$ cat src/rtl/car_park_pkg.sv
// ---------------------------------------------------------------------------
// car_park_pkg
// Shared definitions for the car park controller:
//   - gate_state_t : entry barrier FSM state encoding
//   - DEFAULT_CAPACITY / DEFAULT_GATE_TIMEOUT : production parameter values
// ---------------------------------------------------------------------------
package car_park_pkg;

    typedef enum logic [1:0] {
        GATE_IDLE  = 2'b00,
        GATE_OPEN  = 2'b01,
        GATE_REARM = 2'b10
    } gate_state_t;

    localparam int DEFAULT_CAPACITY     = 99;
    localparam int DEFAULT_GATE_TIMEOUT = 5000000;

endpackage

$ cat src/rtl/occupancy_counter.sv
// ---------------------------------------------------------------------------
// occupancy_counter
// Saturating occupancy counter driven by one-cycle enter/exit pulses.
// Ports:
//   clk, reset      : clock, synchronous active-high reset
//   enter, exit     : one-cycle pulses from the occupancy sensor FSM
//   err_clr         : one-cycle pulse clearing the sticky error
//   count           : current occupancy (registered)
//   full, empty     : count == CAPACITY / count == 0 (registered, same
//                     cycle as count)
//   err             : sticky overflow/underflow attempt flag
// ---------------------------------------------------------------------------
module occupancy_counter
    import car_park_pkg::*;
#(
    parameter int CAPACITY = DEFAULT_CAPACITY,
    parameter int CW       = 7
) (
    input  logic          clk,
    input  logic          reset,
    input  logic          enter,
    input  logic          exit,
    input  logic          err_clr,
    output logic [CW-1:0] count,
    output logic          full,
    output logic          empty,
    output logic          err
);

    localparam logic [CW-1:0] CAP_C  = CW'(CAPACITY);
    localparam logic [CW-1:0] ONE_C  = CW'(1);
    localparam logic [CW-1:0] ZERO_C = {CW{1'b0}};

    logic [CW-1:0] count_r;
    logic [CW-1:0] count_next_s;
    logic          full_r;
    logic          empty_r;
    logic          err_r;
    logic          err_set_s;

    // Next occupancy and error detection from the enter/exit pulse pair.
    always_comb begin
        count_next_s = count_r;
        err_set_s    = 1'b0;
        case ({enter, exit})
            2'b10: begin
                if (count_r < CAP_C) begin
                    count_next_s = count_r + ONE_C;
                end else begin
                    err_set_s = 1'b1;
                end
            end
            2'b01: begin
                if (count_r != ZERO_C) begin
                    count_next_s = count_r - ONE_C;
                end else begin
                    err_set_s = 1'b1;
                end
            end
            default: begin
                // Simultaneous enter/exit cancel out; no pulse holds.
                count_next_s = count_r;
                err_set_s    = 1'b0;
            end
        endcase
    end

    // Count, flag and sticky error registers. full/empty are registered from
    // the next count so they line up with count without extra latency.
    always_ff @(posedge clk) begin
        if (reset) begin
            count_r <= ZERO_C;
            full_r  <= 1'b0;
            empty_r <= 1'b1;
            err_r   <= 1'b0;
        end else begin
            count_r <= count_next_s;
            full_r  <= (count_next_s == CAP_C);
            empty_r <= (count_next_s == ZERO_C);
            // A new error in the same cycle as err_clr keeps err set.
            if (err_set_s) begin
                err_r <= 1'b1;
            end else if (err_clr) begin
                err_r <= 1'b0;
            end else begin
                err_r <= err_r;
            end
        end
    end

    assign count = count_r;
    assign full  = full_r;
    assign empty = empty_r;
    assign err   = err_r;

endmodule

$ cat src/rtl/car_park_controller.sv
// ---------------------------------------------------------------------------
// car_park_controller
// Occupancy tracking plus entry barrier sequencing.
// Ports:
//   clk, reset      : clock, synchronous active-high reset
//   enter, exit     : one-cycle pulses from the sensor FSM (car passed)
//   req             : driver request level at the entry barrier
//   err_clr         : one-cycle pulse clearing err
//   gate_open       : barrier open command (registered Moore output)
//   count           : current occupancy
//   full, empty     : occupancy at CAPACITY / zero
//   err             : sticky entry-while-full / exit-while-empty flag
// ---------------------------------------------------------------------------
module car_park_controller
    import car_park_pkg::*;
#(
    parameter int CAPACITY     = DEFAULT_CAPACITY,
    parameter int CW           = 7,
    parameter int GATE_TIMEOUT = DEFAULT_GATE_TIMEOUT,
    parameter int TW           = 23
) (
    input  logic          clk,
    input  logic          reset,
    input  logic          enter,
    input  logic          exit,
    input  logic          req,
    input  logic          err_clr,
    output logic          gate_open,
    output logic [CW-1:0] count,
    output logic          full,
    output logic          empty,
    output logic          err
);

    localparam logic [TW-1:0] TIMER_LAST_C = TW'(GATE_TIMEOUT - 1);
    localparam logic [TW-1:0] TIMER_ONE_C  = TW'(1);
    localparam logic [TW-1:0] TIMER_ZERO_C = {TW{1'b0}};

    gate_state_t   state_r;
    gate_state_t   state_next_s;
    logic [TW-1:0] timer_r;
    logic [TW-1:0] timer_next_s;
    logic          gate_open_r;
    logic          full_s;

    occupancy_counter #(
        .CAPACITY (CAPACITY),
        .CW       (CW)
    ) u_occupancy_counter (
        .clk     (clk),
        .reset   (reset),
        .enter   (enter),
        .exit    (exit),
        .err_clr (err_clr),
        .count   (count),
        .full    (full_s),
        .empty   (empty),
        .err     (err)
    );

    // Gate next-state and timer logic. Uses the registered full flag so a
    // request is judged against the occupancy visible this cycle.
    always_comb begin
        state_next_s = state_r;
        timer_next_s = timer_r;
        case (state_r)
            GATE_IDLE: begin
                if (req && !full_s) begin
                    state_next_s = GATE_OPEN;
                    timer_next_s = TIMER_ZERO_C;
                end else begin
                    state_next_s = GATE_IDLE;
                end
            end
            GATE_OPEN: begin
                // Car passed or driver gave up; either way close and rearm.
                if (enter || (timer_r == TIMER_LAST_C)) begin
                    state_next_s = GATE_REARM;
                    timer_next_s = TIMER_ZERO_C;
                end else begin
                    timer_next_s = timer_r + TIMER_ONE_C;
                end
            end
            GATE_REARM: begin
                // A held button must be released before another opening.
                if (!req) begin
                    state_next_s = GATE_IDLE;
                end else begin
                    state_next_s = GATE_REARM;
                end
            end
            default: begin
                state_next_s = GATE_IDLE;
                timer_next_s = TIMER_ZERO_C;
            end
        endcase
    end

    // Gate state, timer and registered barrier command.
    always_ff @(posedge clk) begin
        if (reset) begin
            state_r     <= GATE_IDLE;
            timer_r     <= TIMER_ZERO_C;
            gate_open_r <= 1'b0;
        end else begin
            state_r     <= state_next_s;
            timer_r     <= timer_next_s;
            gate_open_r <= (state_next_s == GATE_OPEN);
        end
    end

    assign gate_open = gate_open_r;
    assign full      = full_s;

endmodule

$ cat config.mk
export PLATFORM = sky130hd
export DESIGN_NAME = car_park_controller
export DESIGN_NICKNAME = d
export VERILOG_FILES = /design/src/rtl/car_park_pkg.sv /design/src/rtl/occupancy_counter.sv /design/src/rtl/car_park_controller.sv
export SDC_FILE = /design/constraint.sdc
export NUM_CORES = 1
export LEC_CHECK = 0
export BUFFER_PORTS_ARGS = -buffer_cell sky130_fd_sc_hd__buf_2
export CAP_MARGIN = 20
export CORE_MARGIN = 3
export CORE_UTILIZATION = 45
export CTS_BUF_LIST = sky130_fd_sc_hd__clkbuf_16
export DETAILED_ROUTE_END_ITERATION = 8
export GPL_TIMING_DRIVEN = 0
export HOLD_SLACK_MARGIN = 0.08
export PLACE_DENSITY = 0.71
export SETUP_SLACK_MARGIN = 0.1
export SYNTH_ARGS = -nofsm -noshare
export SYNTH_HDL_FRONTEND = slang
export SYNTH_SLANG_ARGS = --single-unit
$ cat constraint.sdc
create_clock -name clk -period 2.56 [get_ports clk]
set_input_delay 0.128 -clock clk [delete_from_list [all_inputs] [get_ports clk]]
set_output_delay 0.128 -clock clk [all_outputs]
set_load 0.05 [all_outputs]
# == After elaboration in Yosys (flattened, before gate mapping) ==
# Cells that the tools add are included.
# totals
regBits,36
latch_bits,0
ram_bits,0
romBits,0
inputBits,6
output_inout_bits,11
mem_count,0
# op_classes
n_addsub,3
mul,0
div_mod_pow,0
n_lt_le_gt_ge,1
eq_ne,8
shift,0
mux,15
bitwise,1
n_reduce_logical,8
# op_table
operator,count
$pmux 23 s3,1
$mux 23,2
$add 23x1->23 const B,1
$eq 23x23->1 const B,1
$mux 7,2
$pmux 7 s2,1
$add 7x1->7 const B,1
$eq 7x7->1 const B,1
$logic_not 7->1,1
$lt 7x7->1 const B,1
$reduce_bool 7->1,1
$sub 7x1->7 const B,1
$eq 2x1->1 const B,3
$pmux 2 s3,1
$mux 1,5
$eq 2x2->1 const B,2
$mux 2,2
$logic_not 2->1,1
$ne 2x2->1 const B,1
$pmux 1 s2,1
$reduce_and 2->1,1
$reduce_bool 2->1,1
$logic_and 1x1->1,1
$logic_not 1->1,1
other kinds (2),2

# == Depth between registers and ports, before layout ==
# Gate-level depths: netlist of run 1.
# depth
depth_word,5
ltp_mapped,9
depth_no_buf,7

# == Cells and area by module ==
# Synthesis of run 1 repeated with hierarchy kept, for this count alone.
# unflattened
cells_unflattened,269
area_unflattened_um2,2267.2
# by_module_without_submodules
module,instances,cells_each,area_each_um2,seq_area_each_um2
car_park_controller,1,169,1470.2,520.5
occupancy_counter,1,100,797.0,200.2

# == Worst setup path before layout of run 1 ==
# No wires, ideal clock.
# synth_path
path_kind,register to register
startpoint,register u_occupancy_counter.count_r[0] (netlist: u_occupancy_counter.count[0])
endpoint,register u_occupancy_counter.full_r (netlist: u_occupancy_counter.full)
arrival_ps,2607
required_ps,2473
setup_slack_ps,-134
stages_incl_launch_ff,10
n_path_buf,2
cell_sequence,dfxtp_1 -> clkbuf_1 -> inv_1 -> ha_1 -> nor2b_1 -> clkbuf_1 -> or4_4 -> a32oi_2 -> o21ai_2 -> nor4b_2
# synth_via
elab_chain_cells,4
word_cells_on_any_way,8
classes_between,2 x add/sub; 1 x order compare; 1 x eq/ne; 3 x mux; 1 x reduce/logical
# synth_lines
item,line_no,source
start: declaration,occupancy_counter.sv:34,logic [CW-1:0] count_r;
start signal: assignment,occupancy_counter.sv:77,count_r <= count_next_s;
$sub 7x1->7 (tied with other cells),occupancy_counter.sv:55,count_next_s = count_r - ONE_C;
$mux 7 (on tied branches),"occupancy_counter.sv:54, occupancy_counter.sv:47",
$pmux 7 s2 *,occupancy_counter.sv:45,"case ({enter, exit})"
$eq 7x7->1 *,occupancy_counter.sv:78,full_r <= (count_next_s == CAP_C);
end signal: assignment,occupancy_counter.sv:78,
end: declaration,occupancy_counter.sv:36,logic full_r;
# Mark *: on every way between the ends. The rest lies on a longest branch, timed or not.
# A chain may end at the register's enable or synchronous reset.

# == Final worst setup path of run 1 ==
# Ends and elaborated chain as after synthesis.

==> reports/results.ini, run 1 <==
[global_routing]
antenna_found_initial = 0
grt_max_degree = 12
grt_pass1_vias = 1798
grt_pass1_wl_mm = 8.28
gr-total-overflow = 0
gr-usage-met3_pct = 5.15
met2_usage_pct = 31.9
gr-max-usage-layer = met2
grtUsageMet1_pct = 23.9
gr-usage-all-layers_pct = 19.2

[placement]
place.detailed.hpwl_mm = 3.56
dpl.cell_count = 326
gp_congestion = 0.912
port_buffers = 16

[yosys]
synth_area_mm2 = 0.00216
yosys.area.top_type = dfxtp_1
synth_seq_cells = 36
ys_warn_count = 0
netlist_top_cells_area = dfxtp_1, nor2_1, xor2_1, ha_1, nand2_1
synth_nets = 270
syn_avg_cell_area_um2 = 8.39
synth_cell_types = 59
synthCells = 258
async_flop_share_pct = 0
synth_edf_count = 0
seq_area_frac_synth_pct = 33.3
synth.top_cell.area_share_pct = 33.3
synthFlopType = dfxtp_1

[route]
drc = 0
vias = 1943
viasPerCell = 5.83
ant_nets = 0
dr.pass1.iters = 4
drt_iter0_drc = 107
postRouteWirelength_mm = 4.92
wl_per_cell_um = 14.8

[cts]
htreeDepth = 2
numClockSinks = 36
post_cts_buffers = 0
cts_tree = built
clockBufferDepth = 2
cts_buffers = 5
clk_pin_slew_ns = 0.05
clock-root-buffer = clkbuf_16
clock_latency_ns = 0.27

[critical_path]
critPathKind = flop to flop
start_kind = flop
crit_start = u_occupancy_counter.count[0]
critPathArrivalTime_ns = 2.45
r2r_end = u_occupancy_counter.full
critical_path_peak_fanout = 10
endpoint = u_occupancy_counter.full
r2r_start = u_occupancy_counter.count[0]
cp-end-kind = flop
ff2ff_setup_slack_ns = 0.30
worst_r2r_path_depth = 8
critical_path_required_ns = 2.75

[sta]
max_freq_ghz = 0.443
whs_ns = 0.101
tightest_slew_ns = 0.610
relSlewSlack_pct = 59.1
tns_ns = 0
slew_violations = 0
setup_violations = 0
period_needed_ns = 2.26
timing.final.crit_share_pct = 88.2
clock_skew_ns = 0.00442
finalHoldViolations = 0
rsz0062_at_grt = false

[power]
swShare_pct = 27.7
power_frac_comb_pct = 17.9
switchingPower_w = 0.000390
seqPwrFrac_pct = 41.9
ir_drop_uv = 445
clkPwrFrac_pct = 40.2
intPower_w = 0.00102
leakagePower_nw = 0.951
powerDensity_mw_per_mm2 = 568

[floorplanning]
die_h_um = 75.4
die_area_mm2 = 0.00568
die_w_um = 75.4
ios = 17
placeableCoreArea_mm2 = 0.00450
rows = 24
start_util_pct = 48.1

[layout]
area.sequential_um2 = 723
layout.cells.non_filler = 333
multi_input_area_mm2 = 0.00138
drive_gt1_share_pct = 16.0
fillers = 427
area_growth_syn_to_layout_pct = 14.5
fin_nets = 292
num_antenna_cells = 0

[run]
drv_cap = 0

[run_status]
outcome = completed

[worst_hold_path]
hold_path.class = primary input to flop

[how the worst min path moves through the flow]
stage | from | to | slack (ns) | cells past startpoint
CTS | reset | u_occupancy_counter.count[1] | 0.09 | 2
finish | reset | u_occupancy_counter.count[1] | 0.10 | 2
detailed placement | reset | u_occupancy_counter.count[1] | 0.39 | 2
global placement | reset | u_occupancy_counter.count[1] | 0.38 | 2
floorplan | reset | u_occupancy_counter.count[1] | 0.20 | 1
global route | reset | u_occupancy_counter.count[1] | 0.11 | 2
[cell usage after synthesis, types with 5 or more instances]
library cell  number
nor4b_1            5
and3_1             6
a21oi_1            9
nand4_1            6
xnor2_1            8
o21ai_0            5
dfxtp_1           36
nand2b_1           7
nor2_1            30
nand2_1           20
xor2_1            11
ha_1               6
nor3_1             6
inv_1              8
nand3_1            9
buf_2              5
clkbuf_1           6
o31ai_1            5
[sequential cells by signal, summed over array words and instances (netlist names)]
| register | flops |
|---|---|
| u_occupancy_counter.empty | 1 |
| u_occupancy_counter.err | 1 |
| u_occupancy_counter.full | 1 |
| timer_r | 23 |
| u_occupancy_counter.count | 7 |
| gate_open | 1 |
| state_r | 2 |
[layout by cell type, fill, tap and decap left out, types with 3 or more instances in the layout]
master,n
clkbuf_1,4
and3_1,6
inv_1,8
nor3_1,6
nor4b_1,5
a21boi_0,4
nor3b_1,4
nor4_1,3
or3_1,3
nand4_1,6
nor2_1,30
buf_2,21
a21o_1,3
and2_1,3
o21ai_0,5
nand3_1,9
ha_1,6
xnor2_1,8
dfxtp_1,34
clkbuf_16,5
a21oi_1,9
xor2_1,11
o31ai_1,5
nand2b_1,7
and4_1,4
nand2_1,20
o2111ai_1,3
[metal layers]
metal | up-vias | part of all wire (%) | wire [um]
met1 | 904 | 46 | 2260
met2 | 45 | 48 | 2360
met3 | 6 | 4.8 | 235
met4 | 0 | 1.4 | 67
li1 | 988 | - | -
met5 | - | 0 | 0
[power by group through the flow]
stage / sequential (W) / clock [W] / combinational, W
finish: 0.000589 / 0.000566 / 0.000252
global route: 0.000591 / 0.000618 / 0.000274
CTS: 0.000589 / 0.000585 / 0.000247
detailed placement: 0.000601 / 0 / 0.000242
global placement: 0.000601 / 0 / 0.000241
floorplan: 0.000639 / 0 / 0.000148
[per-stage QoR]
stage	util [%]	setup WS, ns	total power, W	cell area (um2)
global route	55.0	0.188	0.00148	2480
global placement	51.4	-0.0497	0.000842	2310
CTS	54.7	0.237	0.00142	2460
floorplan	-	0.129	0.000787	2170
finish	55.0	0.301	0.00141	2480
detailed placement	51.4	-0.0342	0.000843	2310
[worst max-delay path, stage by stage (launching register included)]
cell	delay (ns)
dfxtp_2	0.37
clkbuf_4	0.21
inv_1	0.07
ha_1	0.23
nor2b_4	0.17
or4_4	0.55
a32oi_4	0.26
o21ai_2	0.09
nor4b_2	0.24
[kinds of logic (layout without fill, tap and decap cells)]
logic type / Yosys count / in the layout / share of synthesized area, %
flip-flops: 36 / 36 / 33.3
AO/OA/AOI/OAI: 56 / 56 / 19.6
XOR/XNOR: 19 / 19 / 7.69
adder cells (fa/ha/maj): 6 / 6 / 3.47
AND/OR/NAND/NOR: 119 / 119 / 30.9
buffers and inverters: 20 / 43 / 4.10
multiplexers: 2 / 2 / 0.983
[area by class of cell]
| type | count | share of cell area, % |
|---|---|---|
| Buffer | 11 | 2.37 |
| Multi-Input combinational cell | 202 | 55.8 |
| Sequential cell | 36 | 29.2 |
| Clock inverter | 3 | 0.556 |
| Clock buffer | 5 | 5.05 |
| Inverter | 8 | 1.21 |
| Tap cell | 52 | 2.63 |
| Timing Repair Buffer | 16 | 3.23 |
[timing repair]
item | 4_1_cts | 5_1_grt
resized for setup | 4 | 2
endpoints found under the setup margin | 2 | 1
hold buffers | 0 | 0
gates cloned | 0 | 0
Power figures use the tool's default switching activity.
==> run 2, diff against run 1 <==
Settings changed: CTS_BUF_LIST sky130_fd_sc_hd__clkbuf_16 to sky130_fd_sc_hd__clkbuf_8.
Clock period 2.56 ns to 2.85 ns, I/O delays scaled along.
==> reports/results.ini, run 2 (same netlist as run 1, synthesis figures left out) <==
[sta]
slew_violations = 0  ; unchanged
timing.final.crit_share_pct = 90.6  ; was 88.2%
tightest_slew_ns = 0.586  ; was 0.610 ns
clock_skew_ns = 0.00360  ; was 0.00442 ns
finalHoldViolations = 0  ; unchanged
max_freq_ghz = 0.387  ; was 0.443 GHz
relSlewSlack_pct = 60.9  ; was 59.1%
setup_violations = 0  ; unchanged
tns_ns = 0  ; unchanged
period_needed_ns = 2.58  ; was 2.26 ns
rsz0062_at_grt = false  ; unchanged
whs_ns = 0.0947  ; was 0.101 ns

[power]
seqPwrFrac_pct = 47.3  ; was 41.9%
powerDensity_mw_per_mm2 = 464  ; was 568 mW/mm2
intPower_w = 0.000786  ; was 0.00102 W
switchingPower_w = 0.000332  ; was 0.000390 W
ir_drop_uv = 459  ; was 445 uV
clkPwrFrac_pct = 32.8  ; was 40.2%
leakagePower_nw = 0.920  ; was 0.951 nW
swShare_pct = 29.7  ; was 27.7%
power_frac_comb_pct = 19.9  ; was 17.9%

[cts]
cts_tree = built  ; unchanged
clk_pin_slew_ns = 0.07  ; was 0.05 ns
cts_hold_buf = 0  ; unchanged
clock-root-buffer = clkbuf_8  ; was clkbuf_16
cts_resized = 2  ; was 4
numClockSinks = 36  ; unchanged
clock_latency_ns = 0.29  ; was 0.27 ns
clockBufferDepth = 2  ; unchanged
htreeDepth = 2  ; unchanged
post_cts_buffers = 0  ; unchanged
cts_buffers = 5  ; unchanged

[layout]
final_core_util_pct = 53.4  ; was 55.0%
fin_nets = 293  ; was 292
drive_gt1_share_pct = 14.9  ; was 16.0%
largest_register_ff_count = 23  ; unchanged
layout_commonest_cell = dfxtp_1  ; unchanged
fillers = 444  ; was 427
area_growth_syn_to_layout_pct = 11.2  ; was 14.5%
top_register = timer_r  ; unchanged
most-common-layout-cells = dfxtp_1, nor2_1, buf_2, nand2_1, xor2_1  ; unchanged
fin_area_mm2 = 0.00241  ; was 0.00248 mm2
num_antenna_cells = 0  ; unchanged

[route]
wl_per_cell_um = 14.6  ; was 14.8 um
drc = 0  ; unchanged
vias = 1983  ; was 1943
drt_iter0_drc = 141  ; was 107
dr.pass1.iters = 4  ; unchanged
viasPerCell = 5.94  ; was 5.83
postRouteWirelength_mm = 4.89  ; was 4.92 mm
ant_nets = 0  ; unchanged

[global_routing]
gr-total-overflow = 0  ; unchanged
grt_pass1_vias = 1872  ; was 1798
met2_usage_pct = 32.9  ; was 31.9%
gr-max-usage-layer = met2  ; unchanged
gr-usage-met3_pct = 3.69  ; was 5.15%
antenna_found_initial = 0  ; unchanged
grtUsageMet1_pct = 24.3  ; was 23.9%
grt_max_degree = 12  ; unchanged
grt_pass1_wl_mm = 8.60  ; was 8.28 mm
gr-usage-all-layers_pct = 19.3  ; was 19.2%

[worst_hold_path]
hold_depth = 2  ; unchanged
min-delay-start = reset  ; unchanged
min_delay_worst_endpoint = u_occupancy_counter.count[1]  ; unchanged
hold_path.class = primary input to flop  ; unchanged

[critical_path]
critPathKind = flop to flop  ; unchanged
r2r_end = u_occupancy_counter.full  ; unchanged
critical_path_required_ns = 3.05  ; was 2.75 ns
ff2ff_setup_slack_ns = 0.27  ; was 0.30 ns
cp-end-kind = flop  ; unchanged
critical_path_peak_fanout = 10  ; unchanged
critPathArrivalTime_ns = 2.79  ; was 2.45 ns
worst_r2r_path_depth = 9  ; was 8
start_kind = flop  ; unchanged
r2r_start = u_occupancy_counter.count[0]  ; unchanged

[floorplanning]
die_h_um = 75.4  ; unchanged
ios = 17  ; unchanged
rows = 24  ; unchanged
start_util_pct = 48.1  ; unchanged
placeableCoreArea_mm2 = 0.00450  ; unchanged
die_area_mm2 = 0.00568  ; unchanged
die_w_um = 75.4  ; unchanged

[run_status]
outcome = completed  ; unchanged

[placement]
place.detailed.hpwl_mm = 3.62  ; was 3.56 mm
placed_area_mm2 = 0.00231  ; about the same
gp_congestion = 0.903  ; was 0.912
port_buffers = 16  ; unchanged

[run]
drv_cap = 0  ; unchanged

-- run 2: cell count changes in the layout (fill, tap and decap cells not counted), sizes merged --
cell / change
clkbuf: +2
clkinv: -1
-- run 2: per-stage QoR --
step                      setup WS, ns  power [W]  cells
after floorplan                  0.156   0.000706    258
after global placement           0.129   0.000756    326
after detailed placement         0.114   0.000758    326
after CTS                        0.232    0.00113    334
after global routing             0.105    0.00118    334
final                            0.269    0.00112    334
-- run 2: power by group through the flow --
stage	Combinational [W]	Clock, W	Sequential [W]
after global routing	0.000244	0.000407	0.000530
final	0.000223	0.000367	0.000528
after CTS	0.000220	0.000384	0.000528
after floorplan	0.000133	0	0.000574
after global placement	0.000217	0	0.000539
after detailed placement	0.000219	0	0.000539
-- run 2: final cells by class --
type / instances / area, um2 / area share (%)
Inverter: 8 / 30.0 / 1.25
Sequential cell: 36 / 721 / 30.0
Buffer: 12 / 62.6 / 2.60
Clock inverter: 2 / 10.0 / 0.416
Multi-Input combinational cell: 202 / 1360 / 56.3
Timing Repair Buffer: 16 / 80.1 / 3.33
Clock buffer: 6 / 82.6 / 3.43
Tap cell: 52 / 65.1 / 2.70
-- run 2: critical path, stage by stage, from the launching register on --
cell and delay, ns:
dfxtp_1 0.42, clkbuf_4 0.24, inv_1 0.07, ha_1 0.22
nor2b_1 0.13, clkbuf_1 0.21, or4_4 0.58, a32oi_2 0.29
o21ai_2 0.10, nor4b_2 0.24
-- run 2: worst max path at each step --
stage                                       from                  endpoint  depth (start not counted)  slack (ns)
floorplan           u_occupancy_counter.count[0]  u_occupancy_counter.full                          9        0.16
global placement    u_occupancy_counter.count[0]  u_occupancy_counter.full                          9        0.13
detailed placement  u_occupancy_counter.count[0]  u_occupancy_counter.full                          9        0.11
CTS                 u_occupancy_counter.count[0]  u_occupancy_counter.full                          9        0.23
global route        u_occupancy_counter.count[0]  u_occupancy_counter.full                          9        0.10
finish              u_occupancy_counter.count[0]  u_occupancy_counter.full                          9        0.27
-- run 2: metal layers --
layer / wire (um) / part of all wire [%]
met1: 2190 / 45
met2: 2340 / 48
met3: 269 / 5.5
met4: 89 / 1.8
met5: 0 / 0
==> run 3, diff against run 2 <==
Settings changed: PLACE_DENSITY 0.71 to 0.63.
==> reports/results.ini, run 3 (same netlist as run 1, synthesis figures left out) <==
[power]
clkPwrFrac_pct = 39.6  ; was 32.8%
powerDensity_mw_per_mm2 = 510  ; was 464 mW/mm2
swShare_pct = 27.5  ; was 29.7%
intPower_w = 0.000901  ; was 0.000786 W
switchingPower_w = 0.000342  ; was 0.000332 W
power_frac_comb_pct = 17.9  ; was 19.9%
leakagePower_nw = 0.933  ; was 0.920 nW
seqPwrFrac_pct = 42.5  ; was 47.3%
ir_drop_uv = 370  ; was 459 uV

[critical_path]
crit_slowest_cell = o311ai_0  ; was or4_4
start_kind = flop  ; unchanged
cp-end-kind = flop  ; unchanged
critical_path_peak_fanout = 10  ; unchanged
critical_path_required_ns = 3.05  ; about the same
crit_path_cell_trace = clkbuf_2, inv_1, ha_1, nor2b_1, clkbuf_1, a21oi_1, o311ai_0, nand3_1, nor4b_2  ; was clkbuf_4, inv_1, ha_1, nor2b_1, clkbuf_1, or4_4, a32oi_2, o21ai_2, nor4b_2
critPathArrivalTime_ns = 2.76  ; was 2.79 ns
cp_slowest_stage_delay_ns = 0.57  ; was 0.58 ns
critPathKind = flop to flop  ; unchanged

[global_routing]
grt_max_degree = 12  ; unchanged
gr-total-overflow = 0  ; unchanged
gr-usage-all-layers_pct = 18.8  ; was 19.3%
antenna_found_initial = 0  ; unchanged
grt_pass1_wl_mm = 8.36  ; was 8.60 mm
grt_pass1_vias = 1755  ; was 1872

[sta]
relSlewSlack_pct = 55.3  ; was 60.9%
setup_violations = 0  ; unchanged
tns_ns = 0  ; unchanged
timing.final.crit_share_pct = 89.9  ; was 90.6%
rsz0062_at_grt = false  ; unchanged
max_freq_ghz = 0.390  ; was 0.387 GHz
finalHoldViolations = 0  ; unchanged
slew_violations = 0  ; unchanged
period_needed_ns = 2.56  ; was 2.58 ns
clock_skew_ns = 0.0131  ; was 0.00360 ns
tightest_slew_ns = 0.661  ; was 0.586 ns

[cts]
cts_buffers = 5  ; unchanged
clock_latency_ns = 0.28  ; was 0.29 ns
cts_tree = built  ; unchanged
clk_pin_slew_ns = 0.07  ; about the same
post_cts_buffers = 0  ; unchanged
htreeDepth = 2  ; unchanged
numClockSinks = 36  ; unchanged
clock-root-buffer = clkbuf_8  ; unchanged
clockBufferDepth = 2  ; unchanged

[run]
drv_cap = 0  ; unchanged

[route]
drt_iter0_drc = 169  ; was 141
drc = 0  ; unchanged
postRouteWirelength_mm = 5.03  ; was 4.89 mm
viasPerCell = 5.88  ; was 5.94
vias = 1963  ; was 1983
wl_per_cell_um = 15.1  ; was 14.6 um
dr.pass1.iters = 4  ; unchanged
ant_nets = 0  ; unchanged

[floorplanning]
placeableCoreArea_mm2 = 0.00450  ; unchanged
ios = 17  ; unchanged
rows = 24  ; unchanged
die_area_mm2 = 0.00568  ; unchanged
start_util_pct = 48.1  ; unchanged
die_h_um = 75.4  ; unchanged
die_w_um = 75.4  ; unchanged

[worst_hold_path]
hold_path.class = primary input to flop  ; unchanged

[layout]
most-common-layout-cells = dfxtp_1, nor2_1, buf_2, nand2_1, xor2_1  ; unchanged
largest_register_ff_count = 23  ; unchanged
area_growth_syn_to_layout_pct = 12.6  ; was 11.2%
num_antenna_cells = 0  ; unchanged
top_register = timer_r  ; unchanged
drive_gt1_share_pct = 14.9  ; unchanged
fillers = 426  ; was 444
fin_area_mm2 = 0.00244  ; was 0.00241 mm2
fin_nets = 293  ; unchanged
layout_commonest_cell = dfxtp_1  ; unchanged
final_core_util_pct = 54.1  ; was 53.4%
multi_input_area_mm2 = 0.00136  ; unchanged
area.sequential_um2 = 721  ; unchanged

[run_status]
outcome = completed  ; unchanged

[placement]
port_buffers = 16  ; unchanged
gp_congestion = 0.832  ; was 0.903
placed_area_mm2 = 0.00231  ; unchanged
place.detailed.hpwl_mm = 3.75  ; was 3.62 mm

[run 3: critical path: cells and delay by family (launching register included)]
| family | cells | cell delay, ns |
|---|---|---|
| fa+ha+maj | 1 | 0.19 |
| simple gates | 3 | 0.62 |
| compound gates | 2 | 0.68 |
| flops | 1 | 0.35 |
| buf+inv | 3 | 0.65 |
[run 3: final timing paths]
| kind | start | depth (start not counted) | slack [ns] | to |
|---|---|---|---|---|
| worst min register to register | timer_r[1] | 2 | 0.47 | timer_r[1] |
| worst max register to register | u_occupancy_counter.count[0] | 9 | 0.29 | u_occupancy_counter.full |
| worst max-delay path | u_occupancy_counter.count[0] | 9 | 0.29 | u_occupancy_counter.full |
| worst min-delay path | reset | 2 | 0.10 | u_occupancy_counter.count[1] |
[run 3: area by class of cell]
cell class                 count  area share, %
multi-input combinational    202           55.6
tap                           52           2.67
buffer                        12           2.46
clock inverter                 1           1.23
timing repair buffer          16           3.29
inverter                       8           1.23
clock buffer                   7           3.95
sequential                    36           29.6
[run 3: power by group through the flow]
stage	clock, W	combinational [W]	sequential [W]
2_1_floorplan	0	0.000133	0.000574
3_3_place_gp	0	0.000220	0.000539
3_5_place_dp	0	0.000218	0.000540
4_1_cts	0.000499	0.000220	0.000528
5_1_grt	0.000520	0.000242	0.000530
6_report	0.000492	0.000222	0.000528
[run 3: layer usage]
layer	share of wire [%]	up-vias	wire (um)	GRT usage, %
met5	0	-	0	0
met4	0.44	0	22	4.08
met3	5.4	2	273	3.56
met2	42	61	2090	27.1
met1	53	904	2640	29.0
li1	-	996	-	-
[run 3: through the flow]
stage | setup WS, ns | power, W | cells | hold WS (ns)
2_1_floorplan | 0.156 | 0.000706 | 258 | 0.219
3_3_place_gp | 0.168 | 0.000759 | 326 | 0.398
3_5_place_dp | 0.189 | 0.000758 | 326 | 0.402
4_1_cts | 0.180 | 0.00125 | 334 | 0.0956
5_1_grt | 0.142 | 0.00129 | 334 | 0.124
6_report | 0.287 | 0.00124 | 334 | 0.103
[run 3: what timing repair did]
item,4_1_cts,5_1_grt
endpoints found under the setup margin,0,2
gates resized for setup,0,2
hold buffers,0,0
